$ cat src/rtl/event_pkg.sv
// Shared types and default constants for the event responder and its delay timer.
package event_pkg;

    typedef enum logic [1:0] {
        IDLE = 2'd0,
        WAIT = 2'd1,
        ACK  = 2'd2
    } state_e;

    localparam int unsigned DEF_DATA_W  = 32;
    localparam int unsigned DEF_DELAY   = 1;
    localparam int unsigned DEF_MAX_TXN = 3;
    localparam int unsigned CNT_W       = 8;

endpackage

$ cat src/rtl/event_delay_timer.sv
// Loadable down-counter: load_i presets LOAD_VAL, tick_i decrements, flags report zero and last count.
module event_delay_timer
    import event_pkg::*;
#(
    parameter int unsigned LOAD_VAL = DEF_DELAY
) (
    input  logic clk,
    input  logic rst_n,
    input  logic load_i,
    input  logic tick_i,
    output logic zero_o,
    output logic last_o
);

    localparam logic [CNT_W-1:0] LOAD_C = CNT_W'(LOAD_VAL);

    logic [CNT_W-1:0] count_q;
    logic [CNT_W-1:0] count_d;

    always_comb begin
        count_d = count_q;
        if (load_i) begin
            count_d = LOAD_C;
        end else if (tick_i && (count_q != '0)) begin
            count_d = count_q - CNT_W'(1);
        end
    end

    always_ff @(posedge clk) begin
        if (!rst_n) begin
            count_q <= '0;
        end else begin
            count_q <= count_d;
        end
    end

    assign zero_o = (count_q == '0);
    // Last count means the next tick brings the counter to zero.
    assign last_o = (count_q == CNT_W'(1));

endmodule

$ cat src/rtl/event_responder.sv
// Request/acknowledge responder: accepts events, acknowledges after DELAY cycles,
// queues one request while busy and stops after MAX_TXN acknowledges.
module event_responder
    import event_pkg::*;
#(
    parameter int unsigned DATA_W  = DEF_DATA_W,
    parameter int unsigned DELAY   = DEF_DELAY,
    parameter int unsigned MAX_TXN = DEF_MAX_TXN
) (
    input  logic              clk,
    input  logic              rst_n,
    input  logic              req_i,
    output logic              ack_o,
    output logic [DATA_W-1:0] value_o,
    output logic              busy_o,
    output logic              done_o,
    output logic              overrun_o
);

    localparam logic [CNT_W-1:0] MAX_C  = CNT_W'(MAX_TXN);
    localparam logic [CNT_W-1:0] LAST_C = CNT_W'(MAX_TXN - 1);

    state_e             state_q, state_d;
    logic [DATA_W-1:0]  value_q, value_d;
    logic               pending_q, pending_d;
    logic [CNT_W-1:0]   txn_q, txn_d;
    logic               done_q, done_d;
    logic               overrun_q, overrun_d;

    logic               accept;
    logic               tmr_load;
    logic               tmr_tick;
    logic               tmr_zero;
    logic               tmr_last;

    event_delay_timer #(
        .LOAD_VAL (DELAY)
    ) u_timer (
        .clk    (clk),
        .rst_n  (rst_n),
        .load_i (tmr_load),
        .tick_i (tmr_tick),
        .zero_o (tmr_zero),
        .last_o (tmr_last)
    );

    assign accept = ((state_q == IDLE) || (state_q == ACK)) && !done_q && (req_i || pending_q);

    always_comb begin
        state_d   = state_q;
        value_d   = value_q;
        pending_d = pending_q;
        txn_d     = txn_q;
        done_d    = done_q;
        overrun_d = overrun_q;
        tmr_load  = 1'b0;
        tmr_tick  = 1'b0;

        case (state_q)
            IDLE: begin
                if (accept) state_d = WAIT;
            end
            WAIT: begin
                tmr_tick = 1'b1;
                if (tmr_last || tmr_zero) state_d = ACK;
                // Once done, late requests are discarded without flagging overrun.
                if (req_i && !done_q) begin
                    if (pending_q) overrun_d = 1'b1;
                    else           pending_d = 1'b1;
                end
            end
            ACK: begin
                if (txn_q != MAX_C) txn_d = txn_q + CNT_W'(1);
                if (txn_q == LAST_C) done_d = 1'b1;
                state_d = accept ? WAIT : IDLE;
            end
            default: begin
                state_d = IDLE;
            end
        endcase

        // A served pending request leaves room for a simultaneous new one.
        if (accept) begin
            value_d   = value_q + DATA_W'(1);
            tmr_load  = 1'b1;
            pending_d = pending_q && req_i;
        end
    end

    always_ff @(posedge clk) begin
        if (!rst_n) begin
            state_q   <= IDLE;
            value_q   <= '0;
            pending_q <= 1'b0;
            txn_q     <= '0;
            done_q    <= 1'b0;
            overrun_q <= 1'b0;
        end else begin
            state_q   <= state_d;
            value_q   <= value_d;
            pending_q <= pending_d;
            txn_q     <= txn_d;
            done_q    <= done_d;
            overrun_q <= overrun_d;
        end
    end

    assign ack_o     = (state_q == ACK);
    assign busy_o    = (state_q != IDLE);
    assign value_o   = value_q;
    assign done_o    = done_q;
    assign overrun_o = overrun_q;

endmodule

$ cat config.mk
export PLATFORM = sky130hd
export DESIGN_NAME = event_responder
export DESIGN_NICKNAME = d
export VERILOG_FILES = /design/src/rtl/event_pkg.sv /design/src/rtl/event_delay_timer.sv /design/src/rtl/event_responder.sv
export SDC_FILE = /design/constraint.sdc
export NUM_CORES = 1
export LEC_CHECK = 0
export ABC_AREA = 1
export ABC_CLOCK_PERIOD_IN_PS = 1400
export BUFFER_PORTS_ARGS = -buffer_cell sky130_fd_sc_hd__buf_2
export CAP_MARGIN = 20
export CELL_PAD_IN_SITES_DETAIL_PLACEMENT = 1
export CELL_PAD_IN_SITES_GLOBAL_PLACEMENT = 1
export CORE_MARGIN = 3
export CORE_UTILIZATION = 36
export DETAILED_ROUTE_END_ITERATION = 6
export GPL_TIMING_DRIVEN = 0
export HOLD_SLACK_MARGIN = 0.02
export PLACE_DENSITY_LB_ADDON = 0.1
export SYNTH_ARGS = -nofsm -noshare
export SYNTH_HDL_FRONTEND = slang
export SYNTH_SLANG_ARGS = --single-unit
$ cat constraint.sdc
create_clock -name clk -period 1.4 [get_ports clk]
set_input_delay 0.28 -clock clk [delete_from_list [all_inputs] [get_ports clk]]
set_output_delay 0.28 -clock clk [all_outputs]
set_load 0.1 [all_outputs]
=== Yosys cells after proc, flatten, opt, wreduce, memory -nomap -nowiden ===
Index checks and enable logic that the tools add are counted.

* Flip-flop bits (word level): 53
* Input port bits: 3
* Output and inout bits: 36
* Logic and storage cells: 52

* Add/sub/neg operators: 3
* Equal/unequal tests: 7
* Mux-type cells: 11
* Bitwise gates (word level): 1
* Reductions and logical operators: 22

{| class="wikitable"
|+ Operator list
! kind !! count
|-
| 32-bit by 1-bit adder with 32-bit output (second input constant) || 1
|-
| 8-bit by 1-bit adder with 8-bit output (second input constant) || 1
|-
| 8-bit by 1-bit equality test with 1-bit output (second input constant) || 1
|-
| 8-bit by 2-bit equality test with 1-bit output (second input constant) || 1
|-
| 8-bit zero test || 1
|-
| 1-bit two-way mux || 8
|-
| 8-bit by 2-bit inequality test with 1-bit output (second input constant) || 1
|-
| 2-bit AND reduction || 4
|-
| 2-bit nonzero test || 4
|-
| 8-bit nonzero test || 1
|-
| 8-bit by 1-bit subtractor with 8-bit output (second input constant) || 1
|-
| 2-bit one-hot mux with 3 select lines || 1
|-
| 1-bit logical AND || 5
|-
| 2-bit two-way mux || 2
|-
| 2-bit inequality test (second input constant) || 2
|-
| 1-bit logical OR || 3
|-
| 3-bit AND reduction || 1
|-
| 2-bit by 1-bit equality test with 1-bit output (second input constant) || 1
|-
| 2-bit equality test (second input constant) || 1
|-
| 2-bit zero test || 1
|-
| 2-bit OR reduction || 1
|-
| 1-bit zero test || 1
|-
| 1-bit NOT || 1
|}

=== Logic depth before layout (Yosys ltp) ===
Gate-level depths: netlist of the first run.

* Depth after elaboration: 6
* Depth in mapped cells: 10
* Depth with buffers taken out: 10

=== By module ===
Synthesis of the first run repeated with hierarchy kept, for this count alone.

* Cell total of the unflattened synthesis: 453
* Area total of the unflattened synthesis: 2906.5 sq um

{| class="wikitable"
|+ Modules (own cells, without submodules)
! module !! times used !! cells each !! area an instance (sq um) !! seq. area each (sq um)
|-
| event_responder || 1 || 372 || 2384.8 || 900.9
|-
| event_delay_timer || 1 || 81 || 521.8 || 160.2
|}

=== Least setup slack after synthesis of the first run ===
No wires, ideal clock.

* Path type: register -> register
* From: register state_q[1]
* To: register txn_q[3]
* Setup time: 0.064 ns
* Arrival time: 2.347 ns
* Required time: 1.336 ns
* Path slack: -1.011 ns
* Cell stages (with the launch flop): 8
* Buffers on the path: 1
* Period minus slack after synthesis: 2.411 ns
* Path through: dfxtp_1 > inv_1 > nor2_1 > nand2_1 > buf_2 > o21ai_0 > nand2_1 > nor2_1

* Cells in the longest elaborated chain, start to end: 2

{| class="wikitable"
|+ RTL lines
! what !! line !! RTL
|-
| start: declaration || event_responder.sv:23 || <nowiki>state_e state_q, state_d;</nowiki>
|-
| start signal: assignment || event_responder.sv:99 || <nowiki>state_q <= state_d;</nowiki>
|-
| 2-bit equality test || -- ||
|-
| net ack_o || event_responder.sv:13 || <nowiki>output logic ack_o,</nowiki>
|-
| 2-bit AND reduction (no line) || -- ||
|-
| end signal: assignment || event_responder.sv:102 || <nowiki>txn_q <= txn_d;</nowiki>
|-
| end: declaration || event_responder.sv:26 || <nowiki>logic [CNT_W-1:0] txn_q, txn_d;</nowiki>
|}

The timed path passes the listed nets, and every way through them passes these cells.
A chain may end at the register's enable or synchronous reset.

=== Final worst setup path of the first run ===
* From: register state_q[0]
* To: register value_q[21], in the netlist value_o[21]

* Cells in the longest elaborated chain, start to end: 4
* Elaborated cells on any way between the ends: 5
* Those cells by class: eq/ne (1); reduce/logical (4)

{| class="wikitable"
|+ RTL lines
! what !! line !! RTL
|-
| 2-bit equality test / 2-bit zero test (equally long branches) || event_responder.sv:47 || <nowiki>assign accept = ((state_q == IDLE) || (state_q == ACK)) && !done_q && (req_i || pending_q);</nowiki>
|-
| 1-bit logical OR * || event_responder.sv:47 ||
|-
| 1-bit logical AND * (2 in series) || event_responder.sv:47 ||
|-
| end signal: assignment || event_responder.sv:100 || <nowiki>value_q <= value_d;</nowiki>
|-
| end: declaration || event_responder.sv:24 || <nowiki>logic [DATA_W-1:0] value_q, value_d;</nowiki>
|}

Mark *: on every way between the ends. The rest lies on a longest branch, timed or not.

==> results of run 1 <==
-- repair_timing --
action                                 CTS  global route
endpoints found under the hold margin    0             0
setup endpoints to repair               76            50
gates resized for setup                 67            84
pin swaps                               11            16
hold buffers                             0             0
gates cloned                             0             2
buffers inserted                         9             7
-- stage by stage --
step | util [%] | hold WS (ns) | TNS [ns] | instances | total power [µW]
2_1_floorplan | - | 0.4476 | -0.7404 | 457 | 1909
3_3_place_gp | 43.65 | 0.4369 | -3.864 | 597 | 1995
3_5_place_dp | 43.65 | 0.4529 | -6.077 | 597 | 2008
4_1_cts | 48.44 | 0.2917 | -0.1971 | 614 | 3127
5_1_grt | 53.11 | 0.3539 | -2.748 | 623 | 3332
6_report | 53.11 | 0.3577 | -0.7459 | 623 | 3179
-- worst max-delay path, stage by stage, from the launching register on --
cell     delay [ns]
dfxtp_4        0.37
inv_4          0.07
nand2_4        0.05
nor2_4         0.22
buf_6          0.14
nand2_4        0.08
nor2_4         0.13
nand2_4        0.09
nor2_2         0.10
nand2_1        0.06
nand2_1        0.05
nor2_1         0.05
-- logic make-up after synthesis --
| family | synth area share (%) |
|---|---|
| simple gates | 39.52 |
| flops | 36.71 |
| xor+xnor | 2.727 |
| fa+ha+maj | 2.597 |
| buf+inv | 9.610 |
| compound gates | 8.831 |
-- metal layers --
metal  global-route usage, %  vias up
li1                        -     1575
met2                   35.32       36
met5                       0        -
met1                   23.48     1520
met4                   5.213        0
met3                   2.841       20
-- worst max path at each step --
stage                             end  slack [ns]  depth (start not counted)
final                     value_o[21]       -0.12                         11
after global routing      value_o[21]       -0.19                         11
after floorplan           value_o[14]       -0.11                         10
after detailed placement  value_o[12]       -0.37                          6
after CTS                 value_o[24]       -0.05                          9
after global placement    value_o[12]       -0.36                          6
-- cell type report --
cell class / instances / share of cell area, %
plain buffers: 7 / 1.153
multi-input cells: 333 / 47.01
inverters: 64 / 6.187
clock inverters: 1 / 0.1517
repair inverters: 1 / 0.1213
flip-flops and latches: 53 / 28.81
well taps: 102 / 3.094
repair buffers: 55 / 10.86
clock buffers: 7 / 2.608
-- power by group --
| part | leakage (µW) | switching, µW | internal (µW) |
|---|---|---|---|
| Clock | 0.0000599 | 534 | 512 |
| Sequential | 0.000457 | 46.9 | 1490 |
| Combinational | 0.00118 | 386 | 205 |
-- cells in the mapped netlist --
cell type    n
inv_1       62
nand3_2      3
xnor2_1      2
clkinv_1     1
a21oi_1     29
o21ai_2      1
ha_1         6
clkbuf_1     3
buf_2        3
o21bai_1     2
nor2_4       1
buf_6        1
xor2_1       7
nor3b_1      1
nand3_1     22
nor2_2       5
inv_2        1
a31oi_1      1
nand2_2      2
nor2_1      92
nand2_1    116
nand4_1     16
dfxtp_1     53
nand3b_1     1
o21ai_0     16
nor3_1       9
and2_1       1
-- flip-flops by register name (all words and copies together), names as in the netlist --
name / cells
u_timer.count_q: 8
overrun_o: 1
value_o: 32
txn_q: 8
pending_q: 1
done_o: 1
state_q: 2
==> impl_metrics.csv, run 1 <==
group,metric,value,unit
outcome,status,"finished, violations left",
outcome,violations,"negative setup slack",
placement,detailedPlace.worstSlack,-0.3656,ns
route,drtAntennaViolNets,0,
global_routing,grt_pass1_vias,3007,
yosys,yosysSeqAreaShare,36.71,%
worst_setup_path,crit_arrival,1.73,ns
floorplan,io_pins,39,
route,wl_met2,4956,µm
worst_setup_path,r2r_end,"value_o[21]",
min_path,min_path_type,"in -> reg",
worst_setup_path,ff2ff_setup_slack,-0.12,ns
floorplan,start_util,37.21,%
yosys,syn_inst,457,
cts,insertion_delay,0.31,ns
floorplan,die-area,9139,µm²
route,vias_per_cell,5.058,
placement,port_buffers,38,
floorplan,row_count,32,
final_layout,fillers,1005,
route,num_vias,3151,
worst_setup_path,crit_path_end_kind,"flop",
yosys,synth.avg_cell_area,6.324,µm²
route,drt_iter0_drc,60,
timing,setup_violations,18,
min_path,min_to,"overrun_o",
cts,cts_sinks,53,
pwr,vdd_drop_max,496.9,µV
yosys,synthesis.nets,466,
placement,gp_congestion,0.8057,
min_path,hold-path-cell-count,3,
timing,clock_skew,0.008720,ns
yosys,synth_top_area_cell,"dfxtp_1",
global_routing,grt_pass1_wl,14040,µm
yosys,yosysTopAreaCellShare,36.71,%
worst_setup_path,critPathRequiredTime,1.62,ns
worst_setup_path,path_max_fanout,5,
floorplan,coreArea,7767,µm²
cts,clockRootBuffer,"clkbuf_8",
yosys,synth_warnings,0,
timing,final.setup.worst_slack,-0.1176,ns
worst_setup_path,start_kind,"flop",
final_layout,design_area,4125,µm²
cts,cts_tree,"built",
final_layout,multi_input_area,1939,µm²
final_layout,diodes,0,
yosys,yosys-top-cells-area,"dfxtp_1 (37%), nand2_1 (15%), nor2_1 (12%)",
worst_setup_path,r2r_cells,11,
final_layout,area_growth,42.73,%
final_layout,regArea,1189,µm²
floorplan,die_h,95.60,µm
timing,maxSlewHeadroom,57.11,%
pwr,powerDensity,770.7,nW/µm²
timing,rsz0062_at_grt,"yes",
final_layout,final_common_cell,"nand2_1",
timing,period_share,108.4,%
worst_setup_path,critPathLaunch,"state_q[0]",
worst_setup_path,r2r-start,"state_q[0]",
final_layout,layout.cells.most_common_list,"nand2_1 (102), nor2_1 (62), inv_1 (56)",
global_routing,grt_max_degree,17,
placement,post_dp_cell_area,3391,µm²
cts,path_clk_slew,0.10,ns
job,cap_violations,0,
global_routing,grtUsageTotal,19.37,%
placement,dp.final_hpwl,6415,µm
cts,htree_levels,2,
timing,drv_slew,0,
yosys,ys_seq_elements,53,
worst_setup_path,critical_path_class,"reg -> reg",
global_routing,grt-ovfl-total,0,
timing,min_period,1.518,ns
route,drtPass1Iterations,4,
route,avgRoutedWirePerCell,15.16,µm
route,highest_layer,"met4",
route,drc,0,
yosys,synth.distinct_cells,27,
route,wl_met1,4058,µm
min_path,hp-start,"req_i",
timing,final_hold_viol_count,0,
route,wl,9442,µm
timing,tightest_slew,0.6434,ns
timing,fmax,658.9,MHz
final_layout,final_layout_size_suffix_gt1_share,37.24,%
pwr,power_leakage,0.001701,µW
final_layout,nNetsFinal,529,
global_routing,antenna_found_initial,0,
floorplan,die_w,95.60,µm
cts,numCtsBuffers,5,
yosys,synth_area,2890,µm²
route,dr_wl_met3,175,µm
cts,cts_max_path_buffers,2,
Note: power is estimated with default switching activity, not from simulation.
==> run 2: changes to the inputs <==
CORE_ASPECT_RATIO = 1.2   (was not set)
CTS_CLUSTER_DIAMETER = 80   (was not set)
==> impl_metrics.csv, run 2 (same netlist as run 1, synthesis figures left out) <==
group,metric,value,unit
final_layout,layout.cells.most_common_list,"nand2_1 (106), nor2_1 (67), inv_1 (56)",
worst_setup_path,crit_path_end_kind,"flop",
outcome,status,"finished, violations left",
pwr,combPwrFrac,18.7,%
cts,insertion_delay,0.31,ns
cts,numCtsBuffers,5,
worst_setup_path,critical_path.slowest_cell,"dfxtp_4",
worst_setup_path,r2r_cells,10,
route,drc,0,
final_layout,final_common_cell,"nand2_1",
global_routing,grt-ovfl-total,0,
timing,maxSlewHeadroom,66.86,%
cts,cts_sinks,53,
cts,cts_max_path_buffers,2,
placement,port_buffers,38,
outcome,violations,"negative setup slack",
route,num_vias,3108,
timing,final.setup.worst_slack,-0.06290,ns
floorplan,start_util,37.29,%
floorplan,die_w,87.80,µm
global_routing,grt_max_degree,17,
route,vias_per_cell,5.054,
floorplan,io_pins,39,
worst_setup_path,start_kind,"flop",
global_routing,antenna_found_initial,0,
pwr,power_frac_seq,47.3,%
worst_setup_path,r2r_end,"value_o[19]",
placement,gp_congestion,0.8463,
worst_setup_path,critical_path_class,"reg -> reg",
timing,drv_slew,0,
final_layout,largest_reg_flops,32,
cts,cts_tree,"built",
pwr,power_leakage,0.001700,µW
route,drtPass1Iterations,4,
worst_setup_path,ff2ff_setup_slack,-0.06,ns
cts,htree_levels,2,
worst_setup_path,r2r-start,"state_q[0]",
pwr,vdd_drop_max,557.3,µV
final_layout,final_layout_size_suffix_gt1_share,34.99,%
job,cap_violations,0,
global_routing,grt_pass1_wl,14610,µm
route,wl,9318,µm
pwr,p_sw_share,29.41,%
timing,tightest_slew,0.4971,ns
placement,dp.final_hpwl,6659,µm
pwr,internal_power,2290,µW
route,avgRoutedWirePerCell,15.15,µm
timing,clock_skew,0.009508,ns
final_layout,nNetsFinal,531,
worst_setup_path,cp-endpoint,"value_o[19]",
timing,setup_violations,18,
timing,timing.hold.ws,0.3087,ns
route,drtAntennaViolNets,0,
worst_setup_path,crit_arrival,1.67,ns
worst_setup_path,path_max_fanout,4,
global_routing,grtUsageTotal,19.83,%
final_layout,area_growth,42.73,%
worst_setup_path,critPathLaunch,"state_q[0]",
min_path,min_path_type,"in -> reg",
floorplan,row_count,35,
floorplan,die-area,9144,µm²
timing,period_share,104.5,%
global_routing,grt_pass1_vias,3099,
pwr,powerDensity,786.4,nW/µm²
floorplan,coreArea,7751,µm²
worst_setup_path,slowest_delay,0.37,ns
timing,fmax,683.6,MHz
cts,clockRootBuffer,"clkbuf_8",
pwr,p_switching,954.1,µW
timing,min_period,1.463,ns
placement,post_dp_cell_area,3378,µm²
cts,path_clk_slew,0.10,ns
worst_setup_path,critPathRequiredTime,1.61,ns
final_layout,diodes,0,
worst_setup_path,cp_cell_sequence,"inv_4, nand2_4, nor2_4, nand2_2, nor2_4, nand2_4, nor2_2, nand2_1, nand2_1, nor2_1",
route,drt_iter0_drc,57,
timing,final_hold_viol_count,0,
floorplan,die_h,104.2,µm
final_layout,design_area,4125,µm²
pwr,clkPwrFrac,34.0,%
timing,rsz0062_at_grt,"yes",
==> run 2: per-stage QoR <==
stage	util (%)	worst slack, ns	setup TNS, ns	std cells	total power (µW)
finish	53.22	-0.06290	-0.4088	615	3244
global route	53.22	-0.1951	-3.367	615	3408
CTS	48.04	-0.02506	-0.1300	601	3156
detailed placement	43.58	-0.3168	-4.993	587	2011
global placement	43.58	-0.2736	-3.871	587	1995
floorplan	-	-0.1123	-0.7404	457	1909
==> run 2: worst min path at each step <==
stage | from | to | slack [ns] | cells after the start
6_report | req_i | overrun_o | 0.31 | 3
5_1_grt | req_i | overrun_o | 0.33 | 3
4_1_cts | req_i | overrun_o | 0.29 | 3
3_5_place_dp | overrun_o | overrun_o | 0.45 | 2
3_3_place_gp | overrun_o | overrun_o | 0.44 | 2
2_1_floorplan | req_i | overrun_o | 0.45 | 2
==> run 2: power by group through the flow <==
stage	sequential, µW	combinational [µW]	clock [µW]
6_report	1530	607	1100
5_1_grt	1540	664	1200
4_1_cts	1530	482	1140
3_5_place_dp	1570	445	0
3_3_place_gp	1560	431	0
2_1_floorplan	1620	290	0
==> run 2: worst max-delay path: cells and delay by family, from the launching register on <==
kind	cells	cell delay (ns)
flip-flops	1	0.37
AND/OR/NAND/NOR	9	0.90
buffers and inverters	1	0.07
==> run 2: area by class of cell <==
cell class | instances | area (µm²)
fillers | 989 | 3626
multi-input cells | 333 | 1882
flip-flops and latches | 53 | 1187
repair buffers | 58 | 516.7
inverters | 64 | 247.7
clock buffers | 7 | 118.9
well taps | 92 | 115.1
plain buffers | 7 | 52.55
clock inverters | 1 | 5.005
==> run 2: per-layer routing <==
metal | track usage (%) | share of wire [%] | vias up
met5 | 0 | 0 | -
met4 | 3.509 | 0.82 | 0
met3 | 2.773 | 2.7 | 7
met2 | 37.72 | 57 | 41
met1 | 23.00 | 39 | 1488
li1 | - | - | 1572
==> run 2: repair_timing <==
action / in CTS / in global routing
cloned: 0 / 1
setup endpoints to repair: 68 / 56
hold buffers: 0 / 0
pin swaps: 10 / 16
gates resized for setup: 63 / 77
buffers inserted: 6 / 13
==> run 3: changes to the inputs <==
TNS_END_PERCENT = 1   (was not set)
==> impl_metrics.csv, run 3 (same netlist as run 1, synthesis figures left out) <==
group,metric,value,unit
outcome,status,"finished, violations left",
outcome,violations,"negative setup slack",
worst_setup_path,critPathRequiredTime,1.61,ns
cts,postCtsHoldBufs,0,
min_path,min_to,"overrun_o",
timing,final_hold_viol_count,0,
global_routing,grt_max_degree,17,
worst_setup_path,r2r_cells,10,
timing,drv_slew,0,
global_routing,grtUsageTotal,19.46,%
final_layout,design_area,3849,µm²
min_path,hold-path-cell-count,3,
global_routing,grt_pass1_vias,3063,
worst_setup_path,r2r_end,"value_o[14]",
timing,maxSlewHeadroom,60.37,%
global_routing,grt-ovfl-total,0,
floorplan,coreArea,7751,µm²
global_routing,top_usage_layer,"met2",
route,drtPass1Iterations,4,
worst_setup_path,cp_cell_sequence,"ha_4, inv_2, nor2_4, nand2_2, nor2_4, nand2_2, nor2_1, nand2_1, nand2_1, nor2_1",
worst_setup_path,crit_arrival,1.70,ns
final_layout,diodes,0,
floorplan,row_count,35,
final_layout,nNetsFinal,522,
pwr,clkPwrFrac,29.8,%
timing,tightest_slew,0.5905,ns
worst_setup_path,critical_path.slowest_cell,"dfxtp_4",
floorplan,start_util,37.29,%
placement,post_dp_cell_area,3321,µm²
timing,fmax,675.2,MHz
worst_setup_path,ff2ff_setup_slack,-0.08,ns
timing,timing.hold.ws,0.2903,ns
global_routing,use_met2,36.53,%
final_layout,area_growth,33.16,%
min_path,min_path_type,"in -> reg",
worst_setup_path,slowest_delay,0.39,ns
final_layout,final_common_cell,"nand2_1",
min_path,hp-start,"req_i",
final_layout,utilization,49.65,%
worst_setup_path,crit_path_end_kind,"flop",
route,avgRoutedWirePerCell,14.58,µm
final_layout,layout.cells.most_common_list,"nand2_1 (106), nor2_1 (71), inv_1 (57)",
global_routing,use_met1,22.02,%
timing,final.setup.worst_slack,-0.08106,ns
floorplan,die_h,104.2,µm
route,drt_iter0_drc,66,
pwr,combPwrFrac,18.3,%
pwr,vdd_drop_max,486.6,µV
worst_setup_path,critical_path_class,"reg -> reg",
cts,insertion_delay,0.31,ns
timing,rsz0062_at_grt,"yes",
pwr,p_sw_share,31.12,%
timing,period_share,105.8,%
route,drtAntennaViolNets,0,
floorplan,io_pins,39,
final_layout,largest_reg_flops,32,
pwr,power_leakage,0.001598,µW
global_routing,antenna_found_initial,0,
placement,gp_congestion,0.7982,
final_layout,final_layout_size_suffix_gt1_share,29.96,%
cts,numCtsBuffers,5,
timing,clock_skew,0.007223,ns
cts,cts_sinks,53,
pwr,powerDensity,772.5,nW/µm²
cts,clockRootBuffer,"clkbuf_8",
global_routing,gr-usage-met3,2.773,%
worst_setup_path,r2r-start,"value_o[1]",
worst_setup_path,path_max_fanout,4,
route,wl,8835,µm
placement,port_buffers,38,
route,num_vias,3078,
cts,path_clk_slew,0.10,ns
placement,dp.final_hpwl,6573,µm
pwr,internal_power,2048,µW
job,cap_violations,0,
worst_setup_path,start_kind,"flop",
cts,htree_levels,2,
timing,min_period,1.481,ns
route,vias_per_cell,5.079,
pwr,p_switching,925.4,µW
pwr,power_frac_seq,51.9,%
worst_setup_path,critPathLaunch,"value_o[1]",
route,drc,0,
floorplan,die_w,87.80,µm
cts,cts_max_path_buffers,2,
cts,cts_tree,"built",
global_routing,grt_pass1_wl,14330,µm
floorplan,die-area,9144,µm²
timing,setup_violations,10,
## run 3: cell count changes in the layout (fill, tap and decap cells not counted), moves of 3 or more
| cell | previous run | this run |
|---|---|---|
| buf_4 | 37 | 28 |
| nand3_1 | 15 | 19 |
| nor2_4 | 18 | 14 |
| o21ai_2 | 3 | 0 |
| clkbuf_4 | 9 | 12 |
| nor3_2 | 4 | 1 |
| clkbuf_16 | 3 | 0 |
| dfxtp_4 | 31 | 27 |
| o21ai_0 | 6 | 11 |
| nor3_1 | 5 | 8 |
| nor2_1 | 67 | 71 |
| nand3_2 | 8 | 5 |
## run 3: critical path: cells and delay by family, from the launching register on
kind                       cells  cell delay [ns]
adders and majority gates      1             0.15
buffers and inverters          1             0.05
DFF                            1             0.39
and+or+nand+nor                8             0.80
## run 3: power by group through the flow
| stage | clock [µW] | combinational [µW] | sequential [µW] |
|---|---|---|---|
| 2_1_floorplan | 0 | 282 | 1630 |
| 3_3_place_gp | 0 | 422 | 1570 |
| 3_5_place_dp | 0 | 431 | 1570 |
| 4_1_cts | 924 | 492 | 1540 |
| 5_1_grt | 977 | 599 | 1550 |
| 6_report | 886 | 545 | 1540 |
## run 3: per-stage QoR
| step | total power, µW | worst slack (ns) | TNS, ns | instances |
|---|---|---|---|---|
| after floorplan | 1907 | -0.1123 | -1.755 | 457 |
| after global placement | 1994 | -0.2705 | -4.176 | 587 |
| after detailed placement | 2004 | -0.3056 | -6.017 | 587 |
| after CTS | 2958 | -0.05549 | -0.4685 | 601 |
| after global routing | 3124 | -0.1967 | -3.527 | 606 |
| final | 2973 | -0.08106 | -0.3263 | 606 |
## run 3: cell type report
| cell class | count | area (µm²) |
|---|---|---|
| Clock inverter | 2 | 12.51 |
| Buffer | 7 | 43.79 |
| Clock buffer | 6 | 72.57 |
| Inverter | 64 | 247.7 |
| Fill cell | 1017 | 3902 |
| Tap cell | 92 | 115.1 |
| Multi-Input combinational cell | 333 | 1782 |
| Sequential cell | 53 | 1175 |
| Timing Repair Buffer | 49 | 400.4 |
## run 3: worst max-delay path by stage
stage	end	cells after the start
after floorplan	value_o[14]	10
after global routing	value_o[18]	11
final	value_o[14]	10
after detailed placement	value_o[12]	6
after CTS	value_o[14]	10
after global placement	value_o[12]	6
## run 3: layer usage
layer	up-vias	share of wire [%]
li1	1550	-
met1	1463	40
met2	48	54
met3	17	3.3
met4	0	2.6
met5	-	0
## run 3: repair_timing
item                       4_1_cts  5_1_grt
gates resized for setup         74       50
setup buffers                    6        5
setup endpoints to repair       67       60
pin swaps                       10        7
